`config.mk`:
```
export PLATFORM = sky130hd
export DESIGN_NAME = phys_free_list
export DESIGN_NICKNAME = d
export VERILOG_FILES = /design/src/rtl/phys_free_list_pkg.sv /design/src/rtl/phys_free_list_mem.sv /design/src/rtl/phys_free_list.sv
export SDC_FILE = /design/constraint.sdc
export NUM_CORES = 1
export LEC_CHECK = 0
export CORE_ASPECT_RATIO = 0.9
export CORE_MARGIN = 2
export CORE_UTILIZATION = 45
export CTS_CLUSTER_DIAMETER = 200
export DETAILED_ROUTE_END_ITERATION = 6
export MAX_ROUTING_LAYER = met4
export SLEW_MARGIN = 20
export SYNTH_ARGS = -nofsm -noshare
export SYNTH_HDL_FRONTEND = slang
export SYNTH_HIERARCHICAL = 1
export SYNTH_SLANG_ARGS = --single-unit
```
`constraint.sdc`:
```
create_clock -name clk -period 10.74 [get_ports clk]
set_input_delay 3.222 -clock clk [delete_from_list [all_inputs] [get_ports clk]]
set_output_delay 3.222 -clock clk [all_outputs]
set_load 0.1 [all_outputs]
```
`src/rtl/phys_free_list_pkg.sv`:
```
// ----------------------------------------------------------------------------
// phys_free_list_pkg
//   Shared sizing constants, types and helpers for the physical register
//   free list.
//   NUM_PHYS : physical registers in the register file
//   NUM_ARCH : architectural registers; tags 0..NUM_ARCH-1 hold the reset map
//   TAG_W    : physical tag width
//   DEPTH    : free-list capacity, always NUM_PHYS - NUM_ARCH
//   IDX_W    : storage index width
//   PTR_W    : pointer width, one extra MSB used as the wrap bit
// ----------------------------------------------------------------------------
package phys_free_list_pkg;

    localparam int NUM_PHYS = 64;
    localparam int NUM_ARCH = 32;
    localparam int TAG_W    = $clog2(NUM_PHYS);
    localparam int DEPTH    = NUM_PHYS - NUM_ARCH;
    localparam int IDX_W    = $clog2(DEPTH);
    localparam int PTR_W    = IDX_W + 1;

    typedef logic [TAG_W-1:0] tag_t;
    typedef logic [IDX_W-1:0] idx_t;
    typedef logic [PTR_W-1:0] ptr_t;

    // Storage index of a wrap-bit pointer: drop the wrap bit.
    function automatic idx_t ptr_idx(input ptr_t p);
        return p[IDX_W-1:0];
    endfunction

endpackage

```
`src/rtl/phys_free_list_mem.sv`:
```
// ----------------------------------------------------------------------------
// phys_free_list_mem
//   Tag storage for the free list. One synchronous write port, one
//   combinational read port. Reset loads the initial free tags
//   NUM_ARCH .. NUM_PHYS-1 into slots 0 .. DEPTH-1.
//   Ports:
//     clk, reset : clock and synchronous active-high reset
//     wr_en      : write wr_data into slot wr_idx at the clock edge
//     wr_idx     : write slot
//     wr_data    : tag to store
//     rd_idx     : read slot
//     rd_data    : tag stored at rd_idx (reflects registered contents only)
// ----------------------------------------------------------------------------
module phys_free_list_mem
    import phys_free_list_pkg::*;
(
    input  logic clk,
    input  logic reset,
    input  logic wr_en,
    input  idx_t wr_idx,
    input  tag_t wr_data,
    input  idx_t rd_idx,
    output tag_t rd_data
);

    tag_t mem [DEPTH];

    always_ff @(posedge clk) begin
        if (reset) begin
            for (int i = 0; i < DEPTH; i++) begin
                mem[i] <= TAG_W'(NUM_ARCH + i);
            end
        end else if (wr_en) begin
            mem[wr_idx] <= wr_data;
        end
    end

    // Read is from registered contents; a same-cycle write is not bypassed.
    assign rd_data = mem[rd_idx];

endmodule

```
`src/rtl/phys_free_list.sv`:
```
// ----------------------------------------------------------------------------
// phys_free_list
//   Circular free list of physical register tags. Rename pops one tag per
//   cycle from the speculative head; commit pushes superseded tags at the
//   tail and advances a committed head. Flush rewinds the speculative head
//   to the committed head, reclaiming every speculative allocation at once.
//   Ports:
//     clk, reset    : clock and synchronous active-high reset
//     stall         : pipeline stall, blocks allocation only
//     alloc_req     : rename wants one destination tag
//     alloc_valid   : list non-empty, alloc_tag is meaningful
//     alloc_tag     : tag at the speculative head
//     commit_alloc  : retiring instruction had allocated; advance committed head
//     free_req      : retiring instruction releases free_tag
//     free_tag      : tag being released
//     flush         : recovery; speculative head returns to committed head
//     free_count    : speculative free entries, 0..DEPTH
//     err           : one-cycle pulse after a free into a full list or a
//                     commit with nothing speculative outstanding
// ----------------------------------------------------------------------------
module phys_free_list
    import phys_free_list_pkg::*;
(
    input  logic       clk,
    input  logic       reset,
    input  logic       stall,
    input  logic       alloc_req,
    output logic       alloc_valid,
    output tag_t       alloc_tag,
    input  logic       commit_alloc,
    input  logic       free_req,
    input  tag_t       free_tag,
    input  logic       flush,
    output tag_t       free_count,
    output logic       err
);

    ptr_t head, head_next;
    ptr_t tail, tail_next;
    ptr_t chead, chead_next;
    ptr_t occupancy;

    logic full;
    logic grant;
    logic free_ok, free_err;
    logic commit_ok, commit_err;

    // Pointers carry a wrap bit, so the modular difference is the exact
    // number of free entries, including the full (DEPTH) case.
    assign occupancy   = tail - head;
    assign free_count  = TAG_W'(occupancy);
    assign alloc_valid = (occupancy != '0);
    assign full        = (occupancy == PTR_W'(DEPTH));

    // Allocation is the only operation blocked by stall; flush also blocks it
    // because the head is being rewritten this cycle.
    assign grant = alloc_req & alloc_valid & ~stall & ~flush;

    // A free into a full list is dropped. Fullness is judged on registered
    // state, so a same-cycle allocation does not make room.
    assign free_ok  = free_req & ~full;
    assign free_err = free_req & full;

    // Committed head may never pass the speculative head.
    assign commit_ok  = commit_alloc & (chead != head);
    assign commit_err = commit_alloc & (chead == head);

    always_comb begin
        chead_next = chead;
        if (commit_ok) begin
            chead_next = chead + ptr_t'(1);
        end
    end

    always_comb begin
        tail_next = tail;
        if (free_ok) begin
            tail_next = tail + ptr_t'(1);
        end
    end

    // Flush lands on the committed head including this cycle's commit.
    always_comb begin
        head_next = head;
        if (flush) begin
            head_next = chead_next;
        end else if (grant) begin
            head_next = head + ptr_t'(1);
        end
    end

    always_ff @(posedge clk) begin
        if (reset) begin
            head  <= '0;
            chead <= '0;
            tail  <= PTR_W'(DEPTH);
            err   <= 1'b0;
        end else begin
            head  <= head_next;
            chead <= chead_next;
            tail  <= tail_next;
            err   <= free_err | commit_err;
        end
    end

    phys_free_list_mem u_mem (
        .clk     (clk),
        .reset   (reset),
        .wr_en   (free_ok),
        .wr_idx  (ptr_idx(tail)),
        .wr_data (free_tag),
        .rd_idx  (ptr_idx(head)),
        .rd_data (alloc_tag)
    );

endmodule

```
After elaboration in Yosys (flattened, before gate mapping)
Memory sizes are Yosys's and may differ from the RTL's. A register that Yosys moved wholly into a read port is not among the register bits.
Index checks and enable logic that the tools add are counted.
Word-level totals
  memories kept: 1
  logic and storage cells: 39
  output and inout port bits: 14
  memory bits (writable): 192
  register bits after elaboration: 19
  bits of input ports: 13
Memories
  u_mem.mem: depth 32, width 6, read ports 1, clocked after Yosys merged registers in 1, wr ports 32, RTL line phys_free_list_mem.sv:26  | tag_t mem [DEPTH];
Operators by class
  add/sub/neg operators: 4
  bitwise gates (word level): 11
  equal/unequal tests: 3
  reduce and logical (&&, ||, !) cells: 3
  mux-type cells: 13
Operators with widths (count)
  $mux 6: 4
  $add 6x1->6 const B: 3
  $mux 5: 3
  $and 1x1->1: 7
  $eq 6x6->1: 1
  $eq 6x6->1 const B: 1
  $mux 1: 6
  $ne 6x6->1: 1
  $reduce_bool 6->1: 1
  $reduce_or 6->1: 1
  $sub 6x6->6: 1
  $not 1->1: 3
  $reduce_bool 2->1: 1
  $or 1x1->1: 1

Longest topological paths before layout
Gate-level depths: netlist (run 1).
  depth in word-level cells: 9
  depth in mapped cells: 14
  gate-level depth less buffers: 11

Cells and area by module
The synthesis (run 1) kept the hierarchy.
Modules (own cells, without submodules)
  phys_free_list_mem: cells an instance 596, sequential area each 5765.5 um2, area each 8936.1 um2, times used 1
  phys_free_list: cells an instance 151, sequential area each 380.4 um2, area each 1293.7 um2, times used 1

Worst setup path after synthesis (run 1)
Ideal clock, no wire load.
  path type: reg-to-output
  start: register tail[0]
  end: output alloc_valid
  slack: 3.531 ns
  path buffers: 0
  stages on the path, launching flop included: 8
  arrival: 3.987 ns
  data required time: 7.518 ns
  path through: dfxtp_1 > inv_1 > ha_1 > fa_1 > xnor2_1 > nor2_1 > mux2_2 > nand4_1
Between the ends
  cells in the longest elaborated chain, start to end: 2
RTL lines
  start: declaration: RTL line phys_free_list.sv:39  | ptr_t tail, tail_next;
  start signal: assignment: RTL line phys_free_list.sv:96  | tail <= PTR_W'(DEPTH);
  start signal: assignment: RTL line phys_free_list.sv:101  | tail <= tail_next;
  $sub 6x6->6: RTL line phys_free_list.sv:50  | assign occupancy = tail - head;
  named net free_count[2]: RTL line phys_free_list.sv:34  | output tag_t free_count,
  $reduce_bool 6->1: RTL line phys_free_list.sv:52  | assign alloc_valid = (occupancy != '0);
  end: declaration: RTL line phys_free_list.sv:28  | output logic alloc_valid,
The timed path passes the listed nets, and every way through them passes these cells.

Worst setup path after layout (run 1)
  start: register head[2]
  end: output alloc_valid
Between the ends
  cells in the longest elaborated chain, start to end: 2
RTL lines
  start: declaration: RTL line phys_free_list.sv:38  | ptr_t head, head_next;
  start signal: assignment: RTL line phys_free_list.sv:99  | head <= head_next;
  $sub 6x6->6: RTL line phys_free_list.sv:50
  $reduce_bool 6->1: RTL line phys_free_list.sv:52
Every way passes these cells.

==> results of run 1 <==
-- worst min-delay path, cell delays in order, from the launching register on --
cell,delay [ps]
dfxtp_1,370
xor2_1,90
nor2_1,80
-- per-stage QoR --
step / area [sq um] / power, mW
3_5_place_dp: 10700 / 1.25
5_1_grt: 11500 / 2.09
6_report: 11500 / 2.03
2_1_floorplan: 10200 / 1.17
4_1_cts: 11500 / 2.05
3_3_place_gp: 10700 / 1.24
-- state kept, by name, indices dropped and copies added, names as in the netlist --
register	cells
tail	6
chead	6
err	1
head	6
u_mem/mem	192
-- report_power, final --
| part | total [mW] | internal (mW) | switching, mW |
|---|---|---|---|
| Clock | 0.797 | 0.464 | 0.332 |
| Combinational | 0.307 | 0.101 | 0.207 |
| Sequential | 0.927 | 0.911 | 0.0161 |
| Total | 2.03 | 1.48 | 0.555 |
-- cells by family (layout without fill, tap and decap cells) --
family,Yosys count,after routing,synth area share [%]
buf+inv,82,103,3.30
flops,211,211,60.1
fa+ha+maj,9,9,1.17
mux,69,69,14.2
xor+xnor,16,16,1.37
compound gates,42,42,3.13
simple gates,318,318,16.8
-- cell type report --
cell class	count	area, sq um	area share [%]
inverter	16	60.1	0.522
clock inverter	15	151	1.32
sequential	211	6150	53.5
tap	297	372	3.23
multi-input combinational	454	3750	32.6
timing repair buffer	43	398	3.46
clock buffer	29	619	5.39
-- path summary, 6_finish.rpt --
kind,to,slack (ps),cells past startpoint
hold / removal,chead[5]$_SDFF_PP0_,580,2
setup / recovery,alloc_valid,3600,8
setup reg to reg,u_mem/mem[12][5]$_SDFFCE_PN1P_,6190,13
hold reg to reg,chead[5]$_SDFF_PP0_,580,2
-- placed cells by master (no fill, tap or decap), drive strengths merged, types with 2 or more instances in the layout --
| master | netlist | layout |
|---|---|---|
| or3b | 3 | 3 |
| a21oi | 13 | 13 |
| xor2 | 6 | 6 |
| clkdlybuf4s50 | 0 | 24 |
| nor4bb | 2 | 2 |
| o211ai | 2 | 2 |
| dfxtp | 19 | 19 |
| buf | 8 | 19 |
| xnor2 | 10 | 10 |
| ha | 8 | 8 |
| clkinv | 0 | 9 |
| nand2 | 54 | 54 |
| or3 | 69 | 69 |
| and2 | 28 | 28 |
| nor3 | 31 | 31 |
| nand2b | 12 | 12 |
| mux2i | 2 | 2 |
| nand3b | 4 | 4 |
| nor2 | 53 | 53 |
| clkbuf | 58 | 29 |
| mux2 | 7 | 7 |
| bufinv | 0 | 2 |
| or4 | 2 | 2 |
| clkinvlp | 0 | 3 |
| nor3b | 3 | 3 |
| mux4 | 60 | 60 |
| nor4 | 5 | 5 |
| o21ai | 5 | 5 |
| or2 | 22 | 22 |
| inv | 16 | 17 |
| nand4 | 3 | 3 |
| nand4bb | 2 | 2 |
| o31a | 6 | 6 |
| o31ai | 2 | 2 |
| and3 | 8 | 8 |
| nand3 | 13 | 13 |
| edfxtp | 192 | 192 |
-- metal layers --
metal | part of all wire (%) | vias to the layer above | track usage (%)
met4 | 2.1 | 0 | 5.49
met1 | 43 | 3199 | 29.4
met2 | 48 | 236 | 34.1
met3 | 7.0 | 43 | 3.64
met5 | 0 | - | -
li1 | - | 2842 | -
==> results.cfg, run 1 <==
[timing]
worst_slack_ps = 3600
fmax_ghz = 0.140
setup_tns_ps = 0
fin_skew_ps = 20.0
setup_viol_count_final = 0
post-route-period-util_pct = 66.5
worst_pin_slew_ps = 1080
hold_ws_ps = 577
maxSlewViolCount = 0
relSlewSlack_pct = 27.6
min_period_ps = 7140
rsz0062_at_grt = no
hold_violations = 0

[synth]
async_reset_ff_share_pct = 0
netlist_top_cells_area = edfxtp_1, mux4_2, or3_1
synth_area_sq_um = 10200
synthFlopType = edfxtp_1
yosysMostFrequentCell = edfxtp_1
ys_seq_area_share_pct = 60.1
netlist_instances = 747
yosysTopAreaCell = edfxtp_1
yosysTopAreaCellShare_pct = 56.4
syn_avg_cell_area_sq_um = 13.7
synth_common_cells = edfxtp_1, or3_1, mux4_2
ys_seq_elements = 211
synth_nets = 769
ys_types = 55
synth-edff-count = 192
yosysWarnings = 6

[global_routing]
grt_max_degree = 59
grt_pass1_vias = 6454
antenna_found_initial = 0
grt.total_usage_pct = 21.6
grt-ovfl-total = 0
grt_pass1_wl_mm = 37.9

[critical_path]
path_buf_inv = 3
timing.rr.start = head[2]$_SDFFE_PP0P_
path_delay_family = buffers and inverters
crit_start = head[2]$_SDFFE_PP0P_
worstSetupPathType = reg -> out
cp_max_fo = 53
crit_path_end_kind = primary output
cp_slowest_cell = clkdlybuf4s50_1
slowest_delay_ps = 1130
critPathArrivalTime_ps = 3920
required_ps = 7520
crit_chain = buf_4 > inv_1 > ha_1 > xnor2_1 > nor2_1 > mux2_2 > nand4_1 > clkdlybuf4s50_1
critPathLaunchType = flop

[floorplan]
die_h_um = 147
core_sq_um = 22400
rows = 52
io_pins = 27
start_util_pct = 45.7
die_x_um = 163
dieArea_sq_um = 24000

[cells_and_area]
area_growth_pct = 12.4
antenna_cells = 0
finish.utilization_pct = 51.4
nets = 772
finalNonFillerCells = 1065
fillers = 1910
drive_gt1_share_pct = 17.1

[power]
leakage_nw = 3.31
powerDensity_nw_per_um2 = 177
irDropWorstVdd_mv = 0.130

[clock_tree]
cts_resized = 0
clk_pin_slew_ps = 60
insertion_delay_ps = 520
holdBufCountCts = 0
numCtsBuffers = 24
cts_setup_buffers = 0
cts_num_sinks = 211
h-tree-depth = 1
root_buffer = clkbuf_16
cts_tree = built
clk_path_buf_depth = 3

[run_status]
status = finished clean

[detailed_routing]
post_drt_via_cell_ratio = 5.93
first_pass_iters = 4
drc_errors = 0
drt_first_iter_violations = 667
wire_per_inst_um = 22.9
num_vias = 6320
wirelength_mm = 24.4
ant_nets = 0

[run]
cap_viol_max_count = 0

[min_path]
min_from = chead[5]$_SDFF_PP0_
hold_class = reg -> reg

[placement]
dp_slack_ps = 3920
numPortBuffers = 26
place.detailed.hpwl_mm = 15.2
dp.cells = 1020
gp_congestion = 0.837
Power figures use the tool's default switching activity.
==> run 2, diff against run 1 <==
==> constraint.sdc (replaced) <==
create_clock -name clk -period 7.4 [get_ports clk]
set_input_delay 2.22 -clock clk [delete_from_list [all_inputs] [get_ports clk]]
set_output_delay 2.22 -clock clk [all_outputs]
set_load 0.1 [all_outputs]
==> run 2 against run 1 <==
Net effect: cell area increased by 0.25%; critical path type unchanged; global-route usage increased by 0.25 points; sequential share of layout area decreased by 0.13 points; largest power group unchanged; worst setup slack got worse by 2400 ps; worst hold slack got worse by 21 ps; via count increased by 2.0%; highest routed layer unchanged; count of clock-buffer cells in the layout increased by 1.
==> results.cfg, run 2 (synthesis gave the netlist of run 1 again) <==
[min_path]
hold_class = reg -> reg

[critical_path]
worstSetupPathType = reg -> out
cp-endpoint = alloc_tag[5]
crit_path_end_kind = primary output
required_ps = 5180
regToRegEndpoint = u_mem/mem[28][1]$_SDFFCE_PN0P_
cp_max_fo = 28
critPathLaunchType = flop
timing.rr.start = head[1]$_SDFFE_PP0P_
crit_start = head[2]$_SDFFE_PP0P_
rr_worst_depth = 14
critPathArrivalTime_ps = 3960
rrSetupSlack_ps = 2880

[floorplan]
dieArea_sq_um = 24000
io_pins = 27
die_x_um = 163
die_h_um = 147
start_util_pct = 45.7
rows = 52
core_sq_um = 22400

[clock_tree]
numCtsBuffers = 23
cts_setup_buffers = 0
holdBufCountCts = 0
clk_path_buf_depth = 3
cts_resized = 0
clk_pin_slew_ps = 60
root_buffer = clkbuf_16
insertion_delay_ps = 510
h-tree-depth = 1
cts_num_sinks = 211
cts_tree = built

[cells_and_area]
final_common_cell = edfxtp_1
largest_reg_flops = 192
nets = 771
mostFrequentLayoutCells = edfxtp_1, or3_1, mux4_2
area_growth_pct = 12.7
antenna_cells = 0
largest-register = u_mem/mem
drive_gt1_share_pct = 16.5

[global_routing]
grt_pass1_vias = 6186
grt-ovfl-total = 0
grt.total_usage_pct = 21.9
grt_pass1_wl_mm = 38.2
grt_max_degree = 54
antenna_found_initial = 0

[timing]
fin_skew_ps = 16.0
relSlewSlack_pct = 32.6
setup_viol_count_final = 0
post-route-period-util_pct = 83.6
worst_slack_ps = 1220
hold_violations = 0
setup_tns_ps = 0
rsz0062_at_grt = no
hold_ws_ps = 556
fmax_ghz = 0.162
worst_pin_slew_ps = 1010
min_period_ps = 6180
maxSlewViolCount = 0

[detailed_routing]
num_vias = 6449
post_drt_via_cell_ratio = 6.07
drt_first_iter_violations = 785
wire_per_inst_um = 23.5
first_pass_iters = 5
ant_nets = 0
drc_errors = 0
wirelength_mm = 24.9

[power]
powerDensity_nw_per_um2 = 262
irDropWorstVdd_mv = 0.210
finalPower_mw = 3.02
leakage_nw = 3.32

[run_status]
status = finished clean

[placement]
gp_congestion = 0.854
dp_slack_ps = 1650
place.detailed.hpwl_mm = 16.2
numPortBuffers = 26

[run]
cap_viol_max_count = 0
## run 2: cell count changes in the layout (fill, tap and decap cells not counted), sizes merged
cell	before	now
clkinv	9	5
bufinv	2	5
clkinvlp	3	0
buf	19	18
clkbuf	29	30
clkdlybuf4s50	24	25
## run 2: power breakdown
part	switching, mW	total (mW)	internal (mW)
registers	0.0307	1.35	1.32
clock network	0.462	1.23	0.764
logic	0.293	0.439	0.146
## run 2: worst max-delay path, cell delays in order, from the launching register on
cell and delay [ps]:
dfxtp_2 790, buf_4 500, mux4_2 420, mux4_2 470, mux2_2 290, clkdlybuf4s50_1 970
## run 2: worst min path at each step
stage / from / slack [ps] / endpoint / cells past startpoint
floorplan: tail[4]$_SDFFE_PP0P_ / 490 / tail[4]$_SDFFE_PP0P_ / 2
global placement: chead[5]$_SDFF_PP0_ / 540 / chead[5]$_SDFF_PP0_ / 2
detailed placement: chead[5]$_SDFF_PP0_ / 550 / chead[5]$_SDFF_PP0_ / 2
CTS: chead[5]$_SDFF_PP0_ / 560 / chead[5]$_SDFF_PP0_ / 2
global route: chead[5]$_SDFF_PP0_ / 580 / chead[5]$_SDFF_PP0_ / 2
finish: chead[5]$_SDFF_PP0_ / 560 / chead[5]$_SDFF_PP0_ / 2
## run 2: layout make-up
class,instances,area (sq um)
fillers,1883,10900
flip-flops and latches,211,6150
multi-input cells,454,3750
clock buffers,30,622
repair buffers,43,395
well taps,297,372
clock inverters,11,180
inverters,16,60.1
## run 2: per-stage QoR
| step | utilization (%) | instances | instance area [sq um] |
|---|---|---|---|
| after floorplan | - | 747 | 10200 |
| after global placement | 47.8 | 1020 | 10700 |
| after detailed placement | 47.8 | 1020 | 10700 |
| after CTS | 51.4 | 1061 | 11500 |
| after global routing | 51.5 | 1062 | 11500 |
| final | 51.5 | 1062 | 11500 |
## run 2: routing by layer
metal | routed length, um | up-vias | track usage [%] | part of all wire, %
met4 | 607 | 0 | 5.18 | 2.4
met1 | 11100 | 3330 | 32.2 | 45
met2 | 11400 | 239 | 32.0 | 46
met5 | 0 | - | - | 0
li1 | - | 2839 | - | -
met3 | 1730 | 41 | 3.73 | 6.9
==> run 3, diff against run 2 <==
==> constraint.sdc (replaced) <==
create_clock -name clk -period 5.42 [get_ports clk]
set_input_delay 1.626 -clock clk [delete_from_list [all_inputs] [get_ports clk]]
set_output_delay 1.626 -clock clk [all_outputs]
set_load 0.1 [all_outputs]
==> run 3 against run 2 <==
Net effect: worst hold slack improved by 12 ps; largest power group unchanged; sequential share of layout area increased by 0.67 points; highest routed layer unchanged; critical endpoint is now alloc_tag[3]; critical path type unchanged; die area is the same; clock power increased by 14%.
==> results.cfg, run 3 (synthesis gave the netlist of run 1 again) <==
[clock_tree]
clk_path_buf_depth = 3
clk_pin_slew_ps = 60
cts_setup_buffers = 0
root_buffer = clkbuf_16
cts_num_sinks = 211
insertion_delay_ps = 530
holdBufCountCts = 0
numCtsBuffers = 23
h-tree-depth = 1
cts_resized = 0
cts_tree = built

[critical_path]
worstSetupPathType = reg -> out
cp_max_fo = 30
path_depth = 5
required_ps = 3790
crit_path_end_kind = primary output
critPathLaunchType = flop
slowest_delay_ps = 680
crit_chain = buf_12 > mux4_2 > mux4_2 > mux2_2 > buf_4
rr_worst_depth = 13
path_buf_inv = 2
path_delay_family = multiplexers
cp_slowest_cell = dfxtp_4
crit_top_cell = mux4_2
critPathArrivalTime_ps = 3120

[timing]
hold_violations = 0
worst_pin_slew_ps = 963
hold_ws_ps = 568
setup_tns_ps = 0
min_period_ps = 4750
fin_skew_ps = 15.3
maxSlewViolCount = 0
rsz0062_at_grt = no
worst_slack_ps = 674
post-route-period-util_pct = 87.6
fmax_ghz = 0.211
setup_viol_count_final = 0
relSlewSlack_pct = 35.6

[detailed_routing]
first_pass_iters = 5
wire_per_inst_um = 23.7
drc_errors = 0
ant_nets = 0
num_vias = 6402
wirelength_mm = 25.2
drt_first_iter_violations = 629
post_drt_via_cell_ratio = 6.02

[min_path]
worstHoldPathCells = 2
hold_class = reg -> reg

[cells_and_area]
final_common_cell = edfxtp_1
nets = 774
drive_gt1_share_pct = 18.1
fillers = 1920
mostFrequentLayoutCells = edfxtp_1, or3_1, mux4_2
largest-register = u_mem/mem
area_growth_pct = 11.3
largest_reg_flops = 192
finish.utilization_pct = 50.9
final_design_area_no_fill_sq_um = 11400
antenna_cells = 0
finalNonFillerCells = 1063

[global_routing]
grt_pass1_wl_mm = 38.2
grt_pass1_vias = 6279
grt.total_usage_pct = 22.1
grt_max_degree = 36
grt-ovfl-total = 0
antenna_found_initial = 0

[power]
power_frac_clock_pct = 36.4
powerDensity_nw_per_um2 = 338
p_sw_mw = 1.07
irDropWorstVdd_mv = 0.252
finalPower_mw = 3.85
swShare_pct = 27.8
comb_power_share_pct = 15.7
leakage_nw = 3.29
p_int_mw = 2.78
p_seq_share_pct = 47.9

[run]
cap_viol_max_count = 0

[floorplan]
dieArea_sq_um = 24000
core_sq_um = 22400
rows = 52
start_util_pct = 45.7
die_h_um = 147
die_x_um = 163
io_pins = 27

[run_status]
status = finished clean

[placement]
dp_slack_ps = 1090
placed_area_sq_um = 10700
gp_congestion = 0.851
dp.cells = 1024
numPortBuffers = 26
place.detailed.hpwl_mm = 16.7
-- run 3: worst paths after layout --
check | to | slack, ps | from
setup reg to reg | u_mem/mem[31][0]$_SDFFCE_PN1P_ | 1080 | head[1]$_SDFFE_PP0P_
hold reg to reg | chead[5]$_SDFF_PP0_ | 570 | chead[5]$_SDFF_PP0_
hold / removal | chead[5]$_SDFF_PP0_ | 570 | chead[5]$_SDFF_PP0_
setup / recovery | alloc_tag[3] | 670 | head[1]$_SDFFE_PP0P_
-- run 3: area by class of cell --
class / instances / area (sq um) / share of cell area, %
clock buffer: 28 / 594 / 5.22
clock inverter: 11 / 62.6 / 0.550
inverter: 16 / 60.1 / 0.528
multi-input combinational: 454 / 3760 / 33.0
sequential: 211 / 6150 / 54.0
tap: 297 / 372 / 3.26
timing repair buffer: 46 / 385 / 3.39
-- run 3: power by group through the flow --
| stage | clock network, mW | logic, mW | registers [mW] |
|---|---|---|---|
| 6_report | 1.40 | 0.605 | 1.84 |
| 3_3_place_gp | 0 | 0.597 | 1.87 |
| 3_5_place_dp | 0 | 0.606 | 1.88 |
| 4_1_cts | 1.43 | 0.608 | 1.84 |
| 2_1_floorplan | 0 | 0.463 | 1.86 |
| 5_1_grt | 1.48 | 0.634 | 1.85 |
-- run 3: per-layer routing --
layer / GRT usage [%] / part of all wire [%] / up-vias
li1: - / - / 2838
met5: - / 0 / -
met1: 31.2 / 43 / 3239
met2: 33.8 / 47 / 277
met4: 6.42 / 2.9 / 0
met3: 3.19 / 7.7 / 48
-- run 3: worst reg2reg max path, delay by kind of cell (launching register included) --
family / cells / cell delay [ps]
AO/OA/AOI/OAI: 3 / 590
adder cells (fa/ha/maj): 1 / 300
buffers and inverters: 4 / 1000
AND/OR/NAND/NOR: 5 / 1450
flip-flops: 1 / 680
==> RTL edit 1 (config.mk and constraints of run 3) <==
Set the package constant `NUM_PHYS` to 128 (it was 64).
--- a/src/rtl/phys_free_list_pkg.sv
+++ b/src/rtl/phys_free_list_pkg.sv
@@ -12,5 +12,5 @@
 package phys_free_list_pkg;
 
-    localparam int NUM_PHYS = 64;
+    localparam int NUM_PHYS = 128;
     localparam int NUM_ARCH = 32;
     localparam int TAG_W    = $clog2(NUM_PHYS);
Interface: changed (resized alloc_tag, free_count and free_tag); port bits go from 27 to 30. The function was not compared with the original's and may differ.
==> RTL edit 1 against run 3 <==
Power increased to 4.2 times the old value. Design area increased to 4.1 times the old value. Combinational power increased to 3.4 times the old value. Critical path depth increased by 3. Sequential cell count increased by 710. Clock skew increased by 0.010 ns. Worst setup slack got worse by 0.62 ns. Non-clock buffer count increased by 87. Sequential power increased to 4.3 times the old value. Wire length increased to 4.3 times the old value. Die area increased to 3.9 times the old value. Register-to-register slack got worse by 0.34 ns. Synthesized area increased to 4.0 times the old value.
==> RTL edit 1: results <==
export IMPL_ctsRootBufferMaster="sky130_fd_sc_hd__clkbuf_16"
export IMPL_vias_in_the_first_global_route=23200
export IMPL_synth_compound_gate_area_share_pct=0.979
export IMPL_finalWeightedCongestion=0.841
export IMPL_hold_slack_ns=0.547
export IMPL_worstHoldEndpoint="tail[7]"
export IMPL_met1_length_um=45800
export IMPL_post_synthesis_share_of_cell_area_spent_on_full_adders_half_adders_and_majority_gates_pct=0.353
export IMPL_cp_arrival_ns=3.74
export IMPL_timing_critical_path_slowest_cell_delay_ns=0.57
export IMPL_critPathTopFamily="multiplexers"
export IMPL_viasPerCell=6.05
export IMPL_h_tree_depth=3
export IMPL_route_met2_wl_um=51700
export IMPL_post_drt_wl_per_cell_um=27.9
export IMPL_slew_limit_headroom_pct=24.4
export IMPL_largest_register_ff_count=896
export IMPL_outcome="complete, no violations"
export IMPL_synth_edf_count=896
export IMPL_slowest_stage="sky130_fd_sc_hd__mux4_2"
export IMPL_postRouteWirelength_um=108000
export IMPL_worst_clock_skew_ns=0.0257
export IMPL_hold_path_startpoint="tail[7]"
export IMPL_proportion_of_layout_cells_with_a_drive_suffix_above_1_pct=25.6
export IMPL_worstRegToRegCells=16
export IMPL_mappedNetlistNets=2616
export IMPL_clock_buffer_count_from_cts=91
export IMPL_grt_util_all_layers_pct=23.7
export IMPL_place_area_um2=43000
export IMPL_synthDistinctLibCells=60
export IMPL_gr_usage_met2_pct=36.0
export IMPL_dpl_cell_count=3699
export IMPL_critical_path_max_fanout=12
export IMPL_wire_length_of_the_first_global_routing_pass_um=159000
export IMPL_synthTopCellsByCount="sky130_fd_sc_hd__edfxtp_1, sky130_fd_sc_hd__mux4_2, sky130_fd_sc_hd__nand2_1, sky130_fd_sc_hd__clkbuf_1, sky130_fd_sc_hd__nor2_1"
export IMPL_grt_use_met3_pct=3.21
export IMPL_port_buffers=29
export IMPL_grt_max_degree=98
export IMPL_cell_internal_pwr_w=0.0121
export IMPL_grt_use_met1_pct=33.7
export IMPL_total_leakage_power_nw=13.2
export IMPL_yosys_area_share_xor_xnor_pct=0.593
export IMPL_yosys_mux_area_fraction_pct=16.3
export IMPL_firstDrtPassIters=6
export IMPL_timing_reg2reg_setup_slack_ns=0.74
export IMPL_netlist_top_cells_area="sky130_fd_sc_hd__edfxtp_1, sky130_fd_sc_hd__mux4_2, sky130_fd_sc_hd__or3_1"
export IMPL_clock_insertion_delay_worst_skew_ns=0.67
export IMPL_drtIter0Drc=2616
export IMPL_grt_antenna_before_repair=1
-- RTL edit 1: kinds of logic (layout without fill, tap and decap cells) --
logic type | count (synthesis) | count (layout)
muxes | 303 | 303
and+or+nand+nor | 1020 | 1020
xor gates and xnor gates | 27 | 27
other | 0 | 2
AOI/OAI and AO/OA | 52 | 52
buffers and inverters | 257 | 323
DFF | 921 | 921
adders and majority gates | 11 | 11
-- RTL edit 1: area by class of cell --
class / instances / area [um^2]
clock buffers: 109 / 2340
flip-flops and latches: 921 / 27400
repair buffers: 133 / 1650
inverters: 20 / 81.3
well taps: 1230 / 1540
multi-input cells: 1413 / 12800
clock inverters: 61 / 556
diodes: 2 / 5.00
fillers: 7442 / 44600
-- RTL edit 1: stage by stage --
stage               worst slack (ns)  power [W]
global route                 0.00706     0.0166
floorplan                     0.0216    0.00933
detailed placement             0.574    0.00996
global placement               0.567    0.00994
CTS                          -0.0451     0.0161
finish                        0.0538     0.0161
-- RTL edit 1: repair_timing --
item	CTS	global route
setup endpoints to repair	7	7
setup buffers	3	5
gates cloned	3	7
resized for setup	14	13
-- RTL edit 1: worst max path at each step --
stage | start | to | slack (ns) | cells after the start
2_1_floorplan | head[0] | alloc_valid | 0.02 | 7
3_3_place_gp | head[0] | alloc_tag[0] | 0.57 | 7
3_5_place_dp | head[0] | alloc_tag[4] | 0.57 | 7
4_1_cts | head[0] | alloc_tag[4] | -0.05 | 7
5_1_grt | head[2] | alloc_tag[4] | 0.007 | 7
6_report | head[0] | alloc_tag[0] | 0.05 | 8
-- RTL edit 1: power groups by stage --
stage	Sequential, W	Clock, W	Combinational (W)
after floorplan	0.00807	0	0.00126
after global placement	0.00810	0	0.00185
after detailed placement	0.00810	0	0.00187
after CTS	0.00795	0.00628	0.00193
after global routing	0.00795	0.00654	0.00211
final	0.00794	0.00618	0.00203
==> RTL edit 2 (config.mk and constraints of run 3) <==
Made on the original files. The output `err` loses its register stage (`err` becomes a continuous assignment). Comments in the files are not updated.
--- a/src/rtl/phys_free_list.sv
+++ b/src/rtl/phys_free_list.sv
@@ -95,12 +95,12 @@
             chead <= '0;
             tail  <= PTR_W'(DEPTH);
-            err   <= 1'b0;
         end else begin
             head  <= head_next;
             chead <= chead_next;
             tail  <= tail_next;
-            err   <= free_err | commit_err;
         end
     end
+
+    assign err = free_err | commit_err;
 
     phys_free_list_mem u_mem (
Check against the original RTL: not equivalent (Yosys sat finds a counterexample within 4 cycles, from zero or initial values and one cycle with reset high).
==> RTL edit 2 against run 3 <==
Sequential cell count decreased by 1. Worst setup slack worse by 0.070 ns. Via count shrank 1.7%. Clock skew fell by 0.0073 ns. Critical path depth grew 5. Cell count increased by 0.56%. Power shrank 0.14%. Design area increased by 0.38%. Synthesized cell count up 0.80%. Synthesized area up 0.22%. Wire length is 2.6% lower. Non-clock buffer count up 1. Combinational power is 1% higher. Fmax down 1.4%.
==> RTL edit 2: results <==
export IMPL_outcome="complete, no violations"
export IMPL_timing_reg2reg_setup_slack_ns=0.88
export IMPL_finalPower_w=0.00384
export IMPL_nonClockInverterCount=18
export IMPL_final_instance_count_excl_fill=1069
export IMPL_worstHoldEndpoint="tail[5]"
export IMPL_dp_worst_setup_slack_ns=0.820
export IMPL_timing_critical_path_slowest_cell_delay_ns=0.54
export IMPL_slowest_stage="sky130_fd_sc_hd__dfxtp_1"
export IMPL_vdd_ir_drop_worst_uv=316
export IMPL_fillerInstances=1886
export IMPL_clock_buffer_count_from_cts=23
export IMPL_pwr_group_sequential_w=0.00183
export IMPL_slew_limit_headroom_pct=32.2
export IMPL_synthesis_instances=753
export IMPL_synth_seq_area_share_pct=59.8
export IMPL_hpwl_um=16600
export IMPL_layout_area_seq_um2=6130
export IMPL_worstRegToRegCells=12
export IMPL_post_drt_wl_per_cell_um=22.9
export IMPL_power_share_switching_pct=27.6
export IMPL_worst_clock_skew_ns=0.00802
export IMPL_area_share_nonclk_buffers_pct=3.64
export IMPL_proportion_of_layout_cells_with_a_drive_suffix_above_1_pct=17.9
export IMPL_multiInputGateArea_um2=3780
export IMPL_synthTopCellsByCount="sky130_fd_sc_hd__edfxtp_1, sky130_fd_sc_hd__or3_1, sky130_fd_sc_hd__mux4_2, sky130_fd_sc_hd__clkbuf_1, sky130_fd_sc_hd__nor2_1"
export IMPL_num_clock_buffers=31
export IMPL_num_multi_input_gates=457
export IMPL_clkCellAreaFrac_pct=5.80
export IMPL_clock_path_buffers=3
export IMPL_timing_rr_start="tail[0]"
export IMPL_finalWeightedCongestion=0.892
export IMPL_whs_path_depth=2
export IMPL_cp_arrival_ns=3.19
export IMPL_seq_cell_count=210
export IMPL_hold_slack_ns=0.594
export IMPL_h_tree_depth=1
export IMPL_dpl_cell_count=1029
export IMPL_critPathTopFamily="adder cells"
export IMPL_total_leakage_power_nw=3.31
export IMPL_place_area_um2=10800
export IMPL_synth_edf_count=192
export IMPL_final_core_area_utilization_pct=50.9
export IMPL_critical_path_max_fanout=13
export IMPL_vias_in_the_first_global_route=6293
export IMPL_die_width_um=163
export IMPL_hold_path_startpoint="tail[5]"
export IMPL_mappedNetlistNets=775
export IMPL_comb_cell_power_w=0.000611
export IMPL_grt_util_all_layers_pct=21.8
export IMPL_netlist_top_cells_area="sky130_fd_sc_hd__edfxtp_1, sky130_fd_sc_hd__mux4_2, sky130_fd_sc_hd__or3_1"
export IMPL_num_nonclk_buffers=47
export IMPL_viasPerCell=5.89
export IMPL_regToRegEndpoint="u_mem/mem[12][4]"
export IMPL_async_s_r_ff_share_synth_pct=0
export IMPL_drtIter0Drc=726
export IMPL_wire_length_of_the_first_global_routing_pass_um=38100
[RTL edit 2: cell count changes in the layout (fill, tap and decap cells not counted), moves of 2 or more]
cell                       before  now
sky130_fd_sc_hd__a31oi_1        0    2
sky130_fd_sc_hd__a21oi_1       13   11
sky130_fd_sc_hd__mux2i_1        2    4
sky130_fd_sc_hd__clkbuf_1       5    8
sky130_fd_sc_hd__o21ai_0        5    7
sky130_fd_sc_hd__o31a_1         6    3
sky130_fd_sc_hd__buf_12         1    3
sky130_fd_sc_hd__and2_1        28   26
sky130_fd_sc_hd__inv_1         16   18
sky130_fd_sc_hd__xor2_1         6    8
sky130_fd_sc_hd__clkinv_1       6    4
sky130_fd_sc_hd__a21o_1         1    4
[RTL edit 2: cell families (layout without fill, tap and decap cells)]
logic type | Yosys count | after routing | synth area share (%)
flip-flops | 210 | 210 | 59.8
AO/OA/AOI/OAI | 41 | 41 | 3.00
adder cells (fa/ha/maj) | 9 | 9 | 1.17
buffers and inverters | 86 | 105 | 3.51
AND/OR/NAND/NOR | 320 | 320 | 16.9
multiplexers | 70 | 70 | 14.2
XOR/XNOR | 17 | 17 | 1.45
[RTL edit 2: how the worst max path moves through the flow]
stage               startpoint               end  slack (ns)  cells after the start
CTS                    head[1]      alloc_tag[0]        0.58                      5
detailed placement    free_req  u_mem/mem[28][0]        0.82                      6
global placement      free_req  u_mem/mem[28][5]        0.97                      6
global route           head[3]               err        0.28                      9
floorplan              head[2]               err        0.06                      8
finish                 tail[0]               err        0.60                     10
[RTL edit 2: per-layer routing]
metal | global-route usage [%] | wire (um) | up-vias
met2 | 34.5 | 11900 | 238
met5 | - | 0 | -
li1 | - | - | 2849
met3 | 3.47 | 1810 | 37
met1 | 29.9 | 10300 | 3168
met4 | 5.18 | 607 | 0
